===== config.mk =====
export PLATFORM = sky130hd
export DESIGN_NAME = instr_mem_arbiter
export DESIGN_NICKNAME = d
export VERILOG_FILES = /design/src/rtl/maverickOne_pkg.sv /design/src/rtl/instr_mem_arbiter.sv
export SDC_FILE = /design/constraint.sdc
export NUM_CORES = 1
export LEC_CHECK = 0
export CAP_MARGIN = 20
export CORE_UTILIZATION = 37
export CTS_CLUSTER_SIZE = 14
export DETAILED_ROUTE_END_ITERATION = 16
export HOLD_SLACK_MARGIN = 0.15
export PLACE_DENSITY = 0.84
export SETUP_SLACK_MARGIN = 0.5
export SYNTH_ARGS = -nofsm -noshare
export SYNTH_HDL_FRONTEND = slang
export SYNTH_SLANG_ARGS = --single-unit

===== constraint.sdc =====
create_clock -name clk_i -period 3.2 [get_ports clk_i]
set_input_delay 0.64 -clock clk_i [delete_from_list [all_inputs] [get_ports clk_i]]
set_output_delay 0.64 -clock clk_i [all_outputs]
set_load 0.05 [all_outputs]

===== src/rtl/maverickOne_pkg.sv =====
// Core-wide architectural widths shared by the maverickOne front end.
package maverickOne_pkg;
  localparam int unsigned XLEN = 32;
  localparam int unsigned ILEN = 32;
endpackage


===== src/rtl/instr_mem_arbiter.sv =====
// Round-robin arbiter sharing the instruction-memory read port between
// instruction fetch and the LSU, with flush draining and a fetch stall counter.
module instr_mem_arbiter #(
  parameter int unsigned XLEN  = maverickOne_pkg::XLEN,
  parameter int unsigned ILEN  = maverickOne_pkg::ILEN,
  parameter int unsigned CNT_W = 16
) (
  input  logic             clk_i,
  input  logic             srst_i,
  input  logic             fetch_req_i,
  input  logic [XLEN-1:0]  fetch_addr_i,
  output logic             fetch_gnt_o,
  output logic [ILEN-1:0]  fetch_data_o,
  input  logic             lsu_req_i,
  input  logic [XLEN-1:0]  lsu_addr_i,
  output logic             lsu_gnt_o,
  output logic [ILEN-1:0]  lsu_data_o,
  input  logic             flush_i,
  output logic             mem_req_o,
  output logic [XLEN-1:0]  mem_addr_o,
  input  logic             mem_gnt_i,
  input  logic [ILEN-1:0]  mem_data_i,
  output logic [CNT_W-1:0] fetch_stall_cnt_o
);

  localparam logic [1:0] IDLE  = 2'd0;
  localparam logic [1:0] FETCH = 2'd1;
  localparam logic [1:0] LSU   = 2'd2;
  localparam logic [1:0] DRAIN = 2'd3;

  logic [1:0]       state, state_d;
  logic [XLEN-1:0]  addr_q, addr_d;
  logic             last_q, last_d;
  logic [CNT_W-1:0] cnt_q;
  logic             fetch_cand;
  logic             fetch_gnt, lsu_gnt;
  logic             stall;

  assign fetch_cand = fetch_req_i & ~flush_i;

  // NOTE: every output of this block gets a default first so no path leaves
  // one unassigned; otherwise synthesis infers a latch.
  always_comb begin
    state_d   = state;
    addr_d    = addr_q;
    last_d    = last_q;
    fetch_gnt = 1'b0;
    lsu_gnt   = 1'b0;
    unique case (state)
      IDLE: begin
        // On a tie the side that was not served last wins.
        if (fetch_cand && (!lsu_req_i || last_q)) begin
          addr_d  = fetch_addr_i;
          state_d = FETCH;
        end else if (lsu_req_i) begin
          addr_d  = lsu_addr_i;
          state_d = LSU;
        end
      end
      FETCH: begin
        if (mem_gnt_i) begin
          fetch_gnt = ~flush_i;
          last_d    = 1'b0;
          state_d   = IDLE;
        end else if (flush_i) begin
          state_d = DRAIN;
        end
      end
      DRAIN: begin
        // The memory still owes us a beat; swallow it before re-arbitrating.
        if (mem_gnt_i) begin
          last_d  = 1'b0;
          state_d = IDLE;
        end
      end
      LSU: begin
        if (mem_gnt_i) begin
          lsu_gnt = 1'b1;
          last_d  = 1'b1;
          state_d = IDLE;
        end
      end
      default: state_d = IDLE;
    endcase
  end

  // A reset abandons the open transaction, so no grant escapes in that cycle.
  assign fetch_gnt_o  = fetch_gnt & ~srst_i;
  assign lsu_gnt_o    = lsu_gnt & ~srst_i;
  assign fetch_data_o = mem_data_i;
  assign lsu_data_o   = mem_data_i;
  assign mem_req_o    = (state != IDLE);
  assign mem_addr_o   = addr_q;

  assign stall = fetch_req_i & ~fetch_gnt_o & ~flush_i;

  // NOTE: state registers use non-blocking assignments so every flop samples
  // the pre-edge values regardless of statement order.
  always_ff @(posedge clk_i) begin
    if (srst_i) begin
      state  <= IDLE;
      addr_q <= '0;
      last_q <= 1'b1;
      cnt_q  <= '0;
    end else begin
      state  <= state_d;
      addr_q <= addr_d;
      last_q <= last_d;
      if (stall && (cnt_q != '1)) cnt_q <= cnt_q + CNT_W'(1);
    end
  end

  assign fetch_stall_cnt_o = cnt_q;

  // Requester protocol: hold request and address until granted (fetch may
  // also be released by a flush); reset releases both sides.
  a_lsu_hold: assert property (@(posedge clk_i)
    (!srst_i && lsu_req_i && !lsu_gnt_o) |=> (lsu_req_i || srst_i));
  a_fetch_hold: assert property (@(posedge clk_i)
    (!srst_i && fetch_req_i && !fetch_gnt_o && !flush_i) |=> (fetch_req_i || flush_i || srst_i));
  a_lsu_addr: assert property (@(posedge clk_i)
    (!srst_i && lsu_req_i && !lsu_gnt_o) |=> (!lsu_req_i || srst_i || $stable(lsu_addr_i)));
  a_fetch_addr: assert property (@(posedge clk_i)
    (!srst_i && fetch_req_i && !fetch_gnt_o && !flush_i) |=> (!fetch_req_i || srst_i || $stable(fetch_addr_i)));
  a_one_gnt: assert property (@(posedge clk_i) !(fetch_gnt_o && lsu_gnt_o));

endmodule


* After elaboration in Yosys (flattened, before gate mapping)
Index checks and enable logic that the tools add are counted.
** Word-level totals
- Word-level logic and storage cells :: 50
- Bits in writable memories :: 0
- Memory bits (read-only) :: 0
- Output and inout bits :: 115
- Memories :: 0
- Bits of input ports :: 102
- Latch bits :: 0
- Register bits :: 51
** Cells by class
- $add $sub $neg :: 1
- Shift-type cells :: 0
- Reduce and logical (&&, ||, !) cells :: 13
- Eq/ne operators :: 9
- Bitwise gates (word level) :: 8
- Divide/modulo/power cells :: 0
- Muxes and demuxes :: 15
- $mul :: 0
- $lt $le $gt $ge :: 0
** Operator list (count)
- $mux 32 :: 2
- $add 16x1->16 const B :: 1
- $ne 16x16->1 const B :: 1
- $mux 2 :: 5
- $mux 1 :: 6
- $ne 3x3->1 const B :: 2
- $pmux 2 s3 :: 1
- $reduce_and 3->1 :: 2
- $reduce_bool 2->1 :: 3
- $and 1x1->1 :: 5
- $eq 2x2->1 const B :: 2
- $ne 2x1->1 const B :: 2
- $reduce_or 2->1 :: 2
- $not 1->1 :: 3
- $eq 2x1->1 const B :: 1
- $logic_and 1x1->1 :: 2
- $logic_not 2->1 :: 1
- $ne 2x2->1 const B :: 1
- $pmux 1 s2 :: 1
- $reduce_and 2->1 :: 1
- $logic_not 1->1 :: 1
- $logic_or 1x1->1 :: 1

* Logic depth before layout (Yosys ltp)
Gate-level depths: netlist of run 1.
- Depth in word-level cells :: 8
- Gate-level depth with buffers :: 6
- Gate-level depth less buffers :: 5

* Worst setup path before layout of run 1
Ideal clock, no wire load.
- Path kind :: input to output
- From :: in srst_i
- To :: out lsu_gnt_o
- Slack :: 228 ps
- Stages :: 4
- Data arrival time :: 2332 ps
- Required time :: 2560 ps
- Path buffers :: 3
- Path through :: clkbuf_1 -> clkbuf_1 -> clkbuf_1 -> nor3_1
** On the way
- Longest elaborated chain between the ends :: 2
** RTL lines
- start, declared :: RTL line instr_mem_arbiter.sv:9 : input logic srst_i,
- $not 1->1 :: RTL line instr_mem_arbiter.sv:89 : assign lsu_gnt_o = lsu_gnt & ~srst_i;
- $and 1x1->1 :: RTL line instr_mem_arbiter.sv:89
- end, declared :: RTL line instr_mem_arbiter.sv:16 : output logic lsu_gnt_o,
No other way between the ends.

* Worst setup path after layout of run 1
- From :: in mem_gnt_i
- To :: out lsu_gnt_o
** On the way
- Longest elaborated chain between the ends :: 3
** RTL lines
- start, declared :: RTL line instr_mem_arbiter.sv:21 : input logic mem_gnt_i,
- $mux 1 :: RTL line instr_mem_arbiter.sv:77 : if (mem_gnt_i) begin
- $mux 1 :: RTL line instr_mem_arbiter.sv:49 : unique case (state)
- $and 1x1->1 :: RTL line instr_mem_arbiter.sv:89
No other way between the ends.

==> impl_results.md, run 1 <==
* Sequential share of the synthesized area at 34.5%
* # diodes at 0
* Hpwl dp at 5090 um
* Dominant cell type by area after synthesis: dfxtp_1
* Total routed wirelength at 6780 um
* Critical path launch point type: primary input
* Final Max Tran Viols at 0
* Storage element area at 0.00102 mm^2
* Clk_lat worst skew at 0.30 ns
* Vias in the first global route at 2345
* Via count at 2466
* # rows at 32
* RSZ-0062 raised after global routing: false
* CTS tree: yes
* Clock Tree Buf Depth at 2
* Area contributors post-synth: dfxtp_1 (35%), buf_4 (16%), mux2i_1 (11%)
* Remaining Overflow, GRT at 0
* Cells after Synth at 334
* FILL cells at 740
* Tmin final at 2.61 ns
* H-tree levels at 2
* Die W at 91.4 um
* Final setup vio count at 0
* Final hold vios at 0
* Core outline area at 0.00773 mm^2
* Seq cells post-synth at 51
* Die Y at 91.4 um
* Gr usage total at 16.6%
* Peak fanout along the critical path at 6
* Synth cell types at 44
* Top-count cell post-synth: buf_4
* Worst Skew at 0.00748 ns
* Peak supply drop at 0.199 mV
* Wire per inst at 14.0 um
* CP Class: in2out
* # DRC at 0
* Sum Neg Setup Slack at 0 ns
* Largest net degree at the start of global routing at 55
* Final Hold Slack at 0.502 ns
* Root Driver: clkbuf_8
* Syn. warnings at 0
* Worst EP required at 2.56 ns
* Starting Density at 38.2%
* Ys async rst share at 0%
* IO Port Bufs at 120
* Routed Antenna Nets at 0
* Multi-input gate area at 0.00137 mm^2
* Mapped Nets at 437
* Placer Congestion at 0.844
* Post-synth EDFFs at 0
* Vias per Instance at 5.10
* I/O pin count at 217
* Primary FF master, synth: dfxtp_1
* Fin crit share at 81.7%
* CTS clk-pin slew, worst paths at 0.09 ns
* Top cells by count, synth: buf_4 (64), dfxtp_1 (51), nor2_1 (43), a211oi_1 (36), mux2i_1 (33)
* First-pass GRT wire length at 11200 um
* Leakage at 1.54 nW
* Slew @ Worst Pin at 0.621 ns
* Slew HR at 58.5%
* Hold Crit Class: reg2reg
* Share of cells above drive strength 1 at 7.07%
* Synthesized area at 0.00296 mm^2
* DRT Pass-1 Iters at 5
* Nets@finish at 485
* Num Clock Sinks at 51
* Initial antenna violation count at 0
* Synth-to-layout area growth at 30.9%
* Total power at 1.62 mW
* Crit path DAT at 1.97 ns
* DIE AREA at 0.00835 mm^2
* Iteration-0 DRC Markers at 85
* CTS buffer count at 5
* Postcts setup bufs at 0
* Max Clock Freq at 382 MHz
* Synthesized area per cell at 8.85 um^2
* Max-cap violations at 0
* Synth top area share at 34.5%
* Power per cell area at 418 mW/mm^2
* CP Capture Type: output pin
* Outcome: complete, no violations
-- final cells by class --
cell class	instances	area share [%]
Clock buffer	5	1.78
Clock inverter	2	0.356
Inverter	4	0.388
Multi-Input combinational cell	195	35.3
Sequential cell	51	26.4
Tap cell	102	3.30
Timing Repair Buffer	125	32.4
-- cells in the final DEF, fill, tap and decap left out, types with 2 or more instances in the layout --
master           count
or4_1                3
a211oi_1            36
nor2b_1              6
clkbuf_8             5
nand4_1              5
o21ai_0              2
inv_1                4
nand2_1              9
nor2_1              43
a31oi_1              2
or2_2                3
nand3_1              6
dfxtp_1             51
mux2i_1             33
and4_1               2
a21oi_1             10
buf_12               2
or3_2                2
mux2_1               3
clkdlybuf4s50_1    117
nor3_1               2
o31ai_1              4
o41ai_1              2
buf_4                4
-- layer usage --
layer / GRT usage, % / part of all wire (%) / vias up
met5: 0 / 0 / -
met1: 18.9 / 39 / 1117
li1: - / - / 1232
met2: 29.8 / 52 / 104
met4: 5.56 / 1.3 / 0
met3: 4.52 / 6.9 / 13
-- power by group --
part	internal, mW	total, mW	leakage, nW	switching [mW]
registers	0.687	0.715	0.420	0.0281
logic	0.227	0.545	1.07	0.318
clock network	0.150	0.355	0.0440	0.205
total	1.06	1.62	1.54	0.551
-- final timing paths --
path / from / endpoint / slack, ns / cells past startpoint
max: mem_gnt_i / lsu_gnt_o / 0.59 / 4
max reg2reg: fetch_stall_cnt_o[0] / fetch_stall_cnt_o[5] / 1.19 / 5
min: mem_addr_o[27] / mem_addr_o[27] / 0.50 / 2
min reg2reg: mem_addr_o[27] / mem_addr_o[27] / 0.50 / 2
-- sequential cells by signal, summed over array words and instances (netlist names) --
signal / flops
mem_addr_o: 32
state: 2
last_q: 1
fetch_stall_cnt_o: 16
-- worst max-delay path, cell delays in order --
cell	delay, ns
clkdlybuf4s50_1	0.57
nand2_1	0.10
nor3_2	0.11
dlygate4sd2_1	0.56
-- kinds of logic (layout without fill, tap and decap cells) --
family          count (synthesis)  after routing  share of synthesized area [%]
mux                            38             38                           13.2
compound gates                 64             64                           15.5
simple gates                   92             92                           16.6
buf+inv                        88            136                           19.8
flops                          51             51                           34.5
fa+ha+maj                       1              1                          0.423
-- metrics by stage --
stage	util (%)	cells	instance area [um^2]	worst slack, ns
finish	50.0	484	3870	0.586
floorplan	-	334	2960	0.655
global route	50.0	484	3870	0.528
global placement	49.0	477	3790	0.388
detailed placement	49.0	477	3790	0.317
CTS	50.0	484	3870	0.596
-- repair_timing --
| item | 4_1_cts | 5_1_grt |
|---|---|---|
| endpoints found under the setup margin | 1 | 0 |
| gates resized for setup | 1 | 0 |
| hold buffers | 0 | 0 |
Power figures use the tool's default switching activity.
==> run 2, diff against run 1 <==
--- a/config.mk
+++ b/config.mk
@@ -6,11 +6,11 @@
 export NUM_CORES = 1
 export LEC_CHECK = 0
 export CAP_MARGIN = 20
-export CORE_UTILIZATION = 37
+export CORE_UTILIZATION = 35
 export CTS_CLUSTER_SIZE = 14
 export DETAILED_ROUTE_END_ITERATION = 16
 export HOLD_SLACK_MARGIN = 0.15
-export PLACE_DENSITY = 0.84
+export PLACE_DENSITY = 0.8
 export SETUP_SLACK_MARGIN = 0.5
 export SYNTH_ARGS = -nofsm -noshare
 export SYNTH_HDL_FRONTEND = slang
==> constraint.sdc (replaced) <==
create_clock -name clk_i -period 2.53 [get_ports clk_i]
set_input_delay 0.506 -clock clk_i [delete_from_list [all_inputs] [get_ports clk_i]]
set_output_delay 0.506 -clock clk_i [all_outputs]
set_load 0.05 [all_outputs]
==> impl_results.md, run 2 (synthesized netlist as in run 1, its figures left out) <==
* Outcome: complete, no violations
* Clock Tree Buf Depth at 2 (unchanged)
* Die W at 93.9 um (+2.8%)
* Nets@finish at 488 (+0.62%)
* Max FFs per register at 32 (unchanged)
* Synth-to-layout area growth at 32.9%
* Slew @ Worst Pin at 0.600 ns (-0.0208 ns)
* Crit path buf inv count at 1 (-1)
* Hold buffer count at cts at 0 (unchanged)
* DRT Pass-1 Iters at 4 (-1)
* Finished Cell Area at 0.00393 mm^2 (+1.5%)
* CTS tree: yes
* Max Clock Freq at 505 MHz
* First-pass GRT wire length at 10700 um (-4.5%)
* Starting Density at 36.1% (-2.1 points)
* P_int at 1.36 mW (+28%)
* Slew HR at 60.0% (+1.5 points)
* Root Driver: clkbuf_8
* Worst path cell trace: clkdlybuf4s50_1
* Core outline area at 0.00818 mm^2 (+5.8%)
* Placer Congestion at 0.836 (-0.92%)
* Routed Antenna Nets at 0 (unchanged)
* Final std cells w/o fill at 491 (+1.4%)
* Critical path launch point type: register
* Clock Power Share at 21.9% (about the same)
* Initial antenna violation count at 0 (unchanged)
* Commonest cells after routing, fill and taps aside: clkdlybuf4s50_1 (100), dfxtp_1 (49), nor2_1 (42)
* # diodes at 0 (unchanged)
* # DRC at 0 (unchanged)
* Vias in the first global route at 2220 (-5.3%)
* Leakage at 1.65 nW (+7.2%)
* Iteration-0 DRC Markers at 98 (+15%)
* Crit path DAT at 1.48 ns (-0.49 ns)
* H-tree levels at 2 (unchanged)
* Most common cell after layout, fill and taps aside: clkdlybuf4s50_1
* Die Y at 93.9 um (+2.8%)
* Hpwl dp at 5060 um (-0.64%)
* Wire per inst at 14.5 um (+3.8%)
* Clk_lat worst skew at 0.30 ns (about the same)
* Net Sw Frac at 34.1% (about the same)
* Sum Neg Setup Slack at 0 ns (unchanged)
* Worst Skew at 0.00497 ns (-0.00251 ns)
* Remaining Overflow, GRT at 0 (unchanged)
* # rows at 33 (+3.1%)
* Placed inst area at 0.00382 mm^2 (+0.93%)
* Final hold vios at 0 (unchanged)
* I/O pin count at 217 (unchanged)
* Max-cap violations at 0 (unchanged)
* Share of cells above drive strength 1 at 9.07% (+2.0 points)
* Gr usage total at 15.2% (-1.4 points)
* Num Clock Sinks at 51 (unchanged)
* RSZ-0062 raised after global routing: true
* CP Capture Type: output pin
* Fin crit share at 78.3%
* Final setup vio count at 0 (unchanged)
* Psw at 707 uW (+28%)
* Total routed wirelength at 7140 um (+5.3%)
* CP Class: reg2out
* Placed insts at 480 (+0.63%)
* CP max stage cell: clkdlybuf4s50_1
* CTS buffer count at 5 (unchanged)
* Peak fanout along the critical path at 2 (-4)
* Hold Crit Class: reg2reg
* Max incr delay on CP at 0.82 ns (+0.25 ns)
* Power per cell area at 527 mW/mm^2 (+26%)
* CTS clk-pin slew, worst paths at 0.09 ns (about the same)
* DIE AREA at 0.00882 mm^2 (+5.6%)
* Worst EP required at 2.02 ns (-0.54 ns)
* Via count at 2530 (+2.6%)
* Peak supply drop at 0.219 mV (+9.8%)
* Logic pwr share at 34.3% (+0.6 points)
* CP delay by family, top: buffers and inverters
* Vias per Instance at 5.15 (+1.1%)
* Tmin final at 1.98 ns
* Final Max Tran Viols at 0 (unchanged)
* IO Port Bufs at 120 (unchanged)
* Largest net degree at the start of global routing at 66 (+20%)
* Sequential share of power at 43.8% (-0.5 points)
-- run 2: cell count changes in the layout (fill, tap and decap cells not counted), moves of 2 or more --
cell             delta
clkdlybuf4s50_1    -17
dlygate4sd2_1      +14
dfxtp_2             +2
clkbuf_1            +2
dfxtp_1             -2
buf_12              +2
-- run 2: timing repair --
action	CTS	global route
hold endpoints to repair	0	0
resized for setup	17	4
setup endpoints to repair	16	13
gates cloned	0	1
setup buffers	0	2
pin swaps	1	1
-- run 2: power by group through the flow --
stage | clock [mW] | sequential, mW | combinational, mW
after global routing | 0.507 | 0.915 | 0.747
after CTS | 0.477 | 0.907 | 0.701
final | 0.454 | 0.906 | 0.710
after global placement | 0 | 0.923 | 0.691
after detailed placement | 0 | 0.925 | 0.700
after floorplan | 0 | 1.14 | 0.470
-- run 2: per-layer routing --
| layer | global-route usage, % | wire length (um) | share of wire [%] | vias up |
|---|---|---|---|---|
| li1 | - | - | - | 1222 |
| met1 | 18.1 | 2870 | 40 | 1186 |
| met2 | 25.1 | 3620 | 51 | 97 |
| met3 | 4.29 | 527 | 7.4 | 25 |
| met4 | 6.92 | 131 | 1.8 | 0 |
| met5 | 0 | 0 | 0 | - |
-- run 2: path summary, 6_finish.rpt --
kind	start	endpoint	slack (ns)	depth (start not counted)
worst max-delay path	mem_addr_o[12]	mem_addr_o[12]	0.55	1
worst min-delay path	fetch_stall_cnt_o[1]	fetch_stall_cnt_o[1]	0.49	2
worst max register to register	fetch_stall_cnt_o[0]	fetch_stall_cnt_o[9]	0.67	7
worst min register to register	fetch_stall_cnt_o[1]	fetch_stall_cnt_o[1]	0.49	2
-- run 2: per-stage QoR --
stage	util, %	setup WS (ns)	total power [mW]	hold WS, ns
finish	48.0	0.549	2.07	0.492
global route	48.0	0.490	2.17	0.511
CTS	47.5	0.493	2.09	0.487
detailed placement	46.7	0.295	1.63	0.475
global placement	46.7	0.387	1.61	0.459
floorplan	-	0.431	1.61	0.476
-- run 2: final cells by class --
cell class | count | area, um^2
Tap cell | 105 | 131
Sequential cell | 51 | 1020
Multi-Input combinational cell | 195 | 1380
Inverter | 4 | 15.0
Clock buffer | 7 | 76.3
Clock inverter | 1 | 5.00
Fill cell | 791 | 4250
Timing Repair Buffer | 128 | 1300
-- run 2: tightest hold or removal path, cell delays in order (launching register included) --
cell and delay, ns:
dfxtp_2 0.34, nand2_1 0.05, mux2i_1 0.06
==> run 3, diff against run 2 <==
==> constraint.sdc (replaced) <==
create_clock -name clk_i -period 2 [get_ports clk_i]
set_input_delay 0.4 -clock clk_i [delete_from_list [all_inputs] [get_ports clk_i]]
set_output_delay 0.4 -clock clk_i [all_outputs]
set_load 0.05 [all_outputs]
==> impl_results.md, run 3 (synthesized netlist as in run 1, its figures left out) <==
* Outcome: complete, no violations
* DIE AREA at 0.00882 mm^2 (unchanged)
* I/O pin count at 217 (unchanged)
* Gr usage total at 17.2% (+2.0 points)
* Worst path cell trace: nand4bb_1 -> buf_6 -> nor2_4 -> buf_12
* Vias in the first global route at 2476 (+12%)
* Max incr delay on CP at 0.35 ns (-0.47 ns)
* Critical R2R Capture: fetch_stall_cnt_o[5]
* Hpwl dp at 5360 um (+5.9%)
* Routed Antenna Nets at 0 (unchanged)
* Max Clock Freq at 608 MHz
* Iteration-0 DRC Markers at 90 (-8.2%)
* Initial antenna violation count at 0 (unchanged)
* Via count at 2716 (+7.4%)
* Clk_lat worst skew at 0.30 ns (about the same)
* IO Port Bufs at 120 (unchanged)
* Nets@finish at 532 (+9.0%)
* R2r setup slk at 0.38 ns (-0.29 ns)
* Depth of the most critical reg-to-reg path at 5 (-2)
* Final hold vios at 0 (unchanged)
* Power per cell area at 611 mW/mm^2 (+16%)
* Worst r2r src: fetch_stall_cnt_o[13]
* Tmin final at 1.65 ns
* Die W at 93.9 um (unchanged)
* Peak fanout along the critical path at 4 (+2)
* H-tree levels at 2 (unchanged)
* Fin crit share at 82.3%
* CP Class: reg2out
* Crit path buf inv count at 2 (+1)
* Hold Crit Class: reg2reg
* CP delay by family, top: flip-flops
* Worst EP required at 1.60 ns (-0.42 ns)
* Final Max Tran Viols at 0 (unchanged)
* CTS tree: yes
* Remaining Overflow, GRT at 0 (unchanged)
* Core outline area at 0.00818 mm^2 (unchanged)
* Crit path from: state[1]
* Placed insts at 491 (+2.3%)
* Slew @ Worst Pin at 0.403 ns (-0.197 ns)
* CP Capture Type: output pin
* Placer Congestion at 0.783 (-6.4%)
* Final Util at 58.7% (+11 points)
* First-pass GRT wire length at 12000 um (+13%)
* Share of cells above drive strength 1 at 43.0% (+34 points)
* Final setup vio count at 0 (unchanged)
* Die Y at 93.9 um (unchanged)
* Vias per Instance at 5.08 (-1.5%)
* Peak supply drop at 0.334 mV (+53%)
* RSZ-0062 raised after global routing: true
* End of the critical path: fetch_gnt_o
* # diodes at 0 (unchanged)
* CP max stage cell: dfxtp_2
* Num Clock Sinks at 51 (unchanged)
* Finished Cell Area at 0.00480 mm^2 (+22%)
* Leakage at 1.97 nW (+19%)
* Total routed wirelength at 8830 um (+24%)
* Max FFs per register at 32 (unchanged)
* Clock Tree Buf Depth at 2 (unchanged)
* Slew HR at 72.8% (+13 points)
* Placed inst area at 0.00403 mm^2 (+5.5%)
* Wire per inst at 16.5 um (+14%)
* Most common cell after layout, fill and taps aside: clkdlybuf4s50_1
* Setup WS post-layout at 0.355 ns (-0.194 ns)
* CTS clk-pin slew, worst paths at 0.09 ns (about the same)
* Starting Density at 36.1% (unchanged)
* Synth-to-layout area growth at 62.3%
* Commonest cells after routing, fill and taps aside: clkdlybuf4s50_1 (64), nor2_1 (39), clkdlybuf4s15_2 (39)
* DRT Pass-1 Iters at 4 (unchanged)
* Critical path launch point type: register
* Total power at 2.93 mW (+42%)
* CTS buffer count at 5 (unchanged)
* FILL cells at 635 (-20%)
* # DRC at 0 (unchanged)
* # rows at 33 (unchanged)
* Crit path DAT at 1.25 ns (-0.23 ns)
* Max-cap violations at 0 (unchanged)
* Largest net degree at the start of global routing at 35 (-47%)
* Hold buffer count at cts at 0 (unchanged)
* CP Depth at 4 (+3)
* Final std cells w/o fill at 535 (+9.0%)
* Root Driver: clkbuf_8
* Hold path cells at 1 (-1)
* Place WS at -0.0603 ns (-0.355 ns)
* Worst Skew at 0.00423 ns (-0.000736 ns)
-- run 3: changes by cell type in the layout (fill, tap and decap cells not counted), moves of 6 or more --
cell / delta
a211oi_1: -14
a211oi_2: +14
buf_2: +6
buf_4: +23
buf_6: +15
clkdlybuf4s15_2: +39
clkdlybuf4s50_1: -36
dfxtp_1: -16
dfxtp_4: +17
dlygate4sd2_1: -12
-- run 3: layout make-up --
class                      instances  area [um^2]  area share [%]
clock buffer                       7          108            2.24
tap                              105          131            2.74
clock inverter                     1         5.00           0.104
sequential                        51         1090            22.6
inverter                           4         15.0           0.313
timing repair buffer             172         1830            38.1
multi-input combinational        195         1620            33.9
-- run 3: how the worst min path moves through the flow --
| stage | start | endpoint | slack [ns] |
|---|---|---|---|
| 6_report | fetch_stall_cnt_o[10] | fetch_stall_cnt_o[10] | 0.49 |
| 5_1_grt | fetch_stall_cnt_o[10] | fetch_stall_cnt_o[10] | 0.51 |
| 4_1_cts | fetch_stall_cnt_o[10] | fetch_stall_cnt_o[10] | 0.49 |
| 3_5_place_dp | fetch_stall_cnt_o[10] | fetch_stall_cnt_o[10] | 0.47 |
| 3_3_place_gp | fetch_stall_cnt_o[10] | fetch_stall_cnt_o[10] | 0.47 |
| 2_1_floorplan | last_q | last_q | 0.48 |
-- run 3: timing repair --
item | 4_1_cts | 5_1_grt
setup buffers | 13 | 15
pin swaps | 14 | 24
endpoints found under the setup margin | 98 | 38
resized for setup | 168 | 59
cloned | 2 | 6
-- run 3: through the flow --
step           hold slack (ns)  setup TNS, ns
4_1_cts                  0.488              0
5_1_grt                  0.506              0
3_5_place_dp             0.470         -0.193
3_3_place_gp             0.467              0
2_1_floorplan            0.475              0
6_report                 0.487              0
-- run 3: report_power, final --
part	internal [mW]	switching [mW]	total (mW)
Combinational	0.500	0.597	1.10
Sequential	1.08	0.0497	1.13
Clock	0.355	0.350	0.705
Total	1.94	0.996	2.93
-- run 3: routing by layer --
layer  GRT usage, %  wire length (um)
met1           20.0              3500
met2           29.7              4610
met3           4.69               532
met4           6.92               192
met5              0                 0
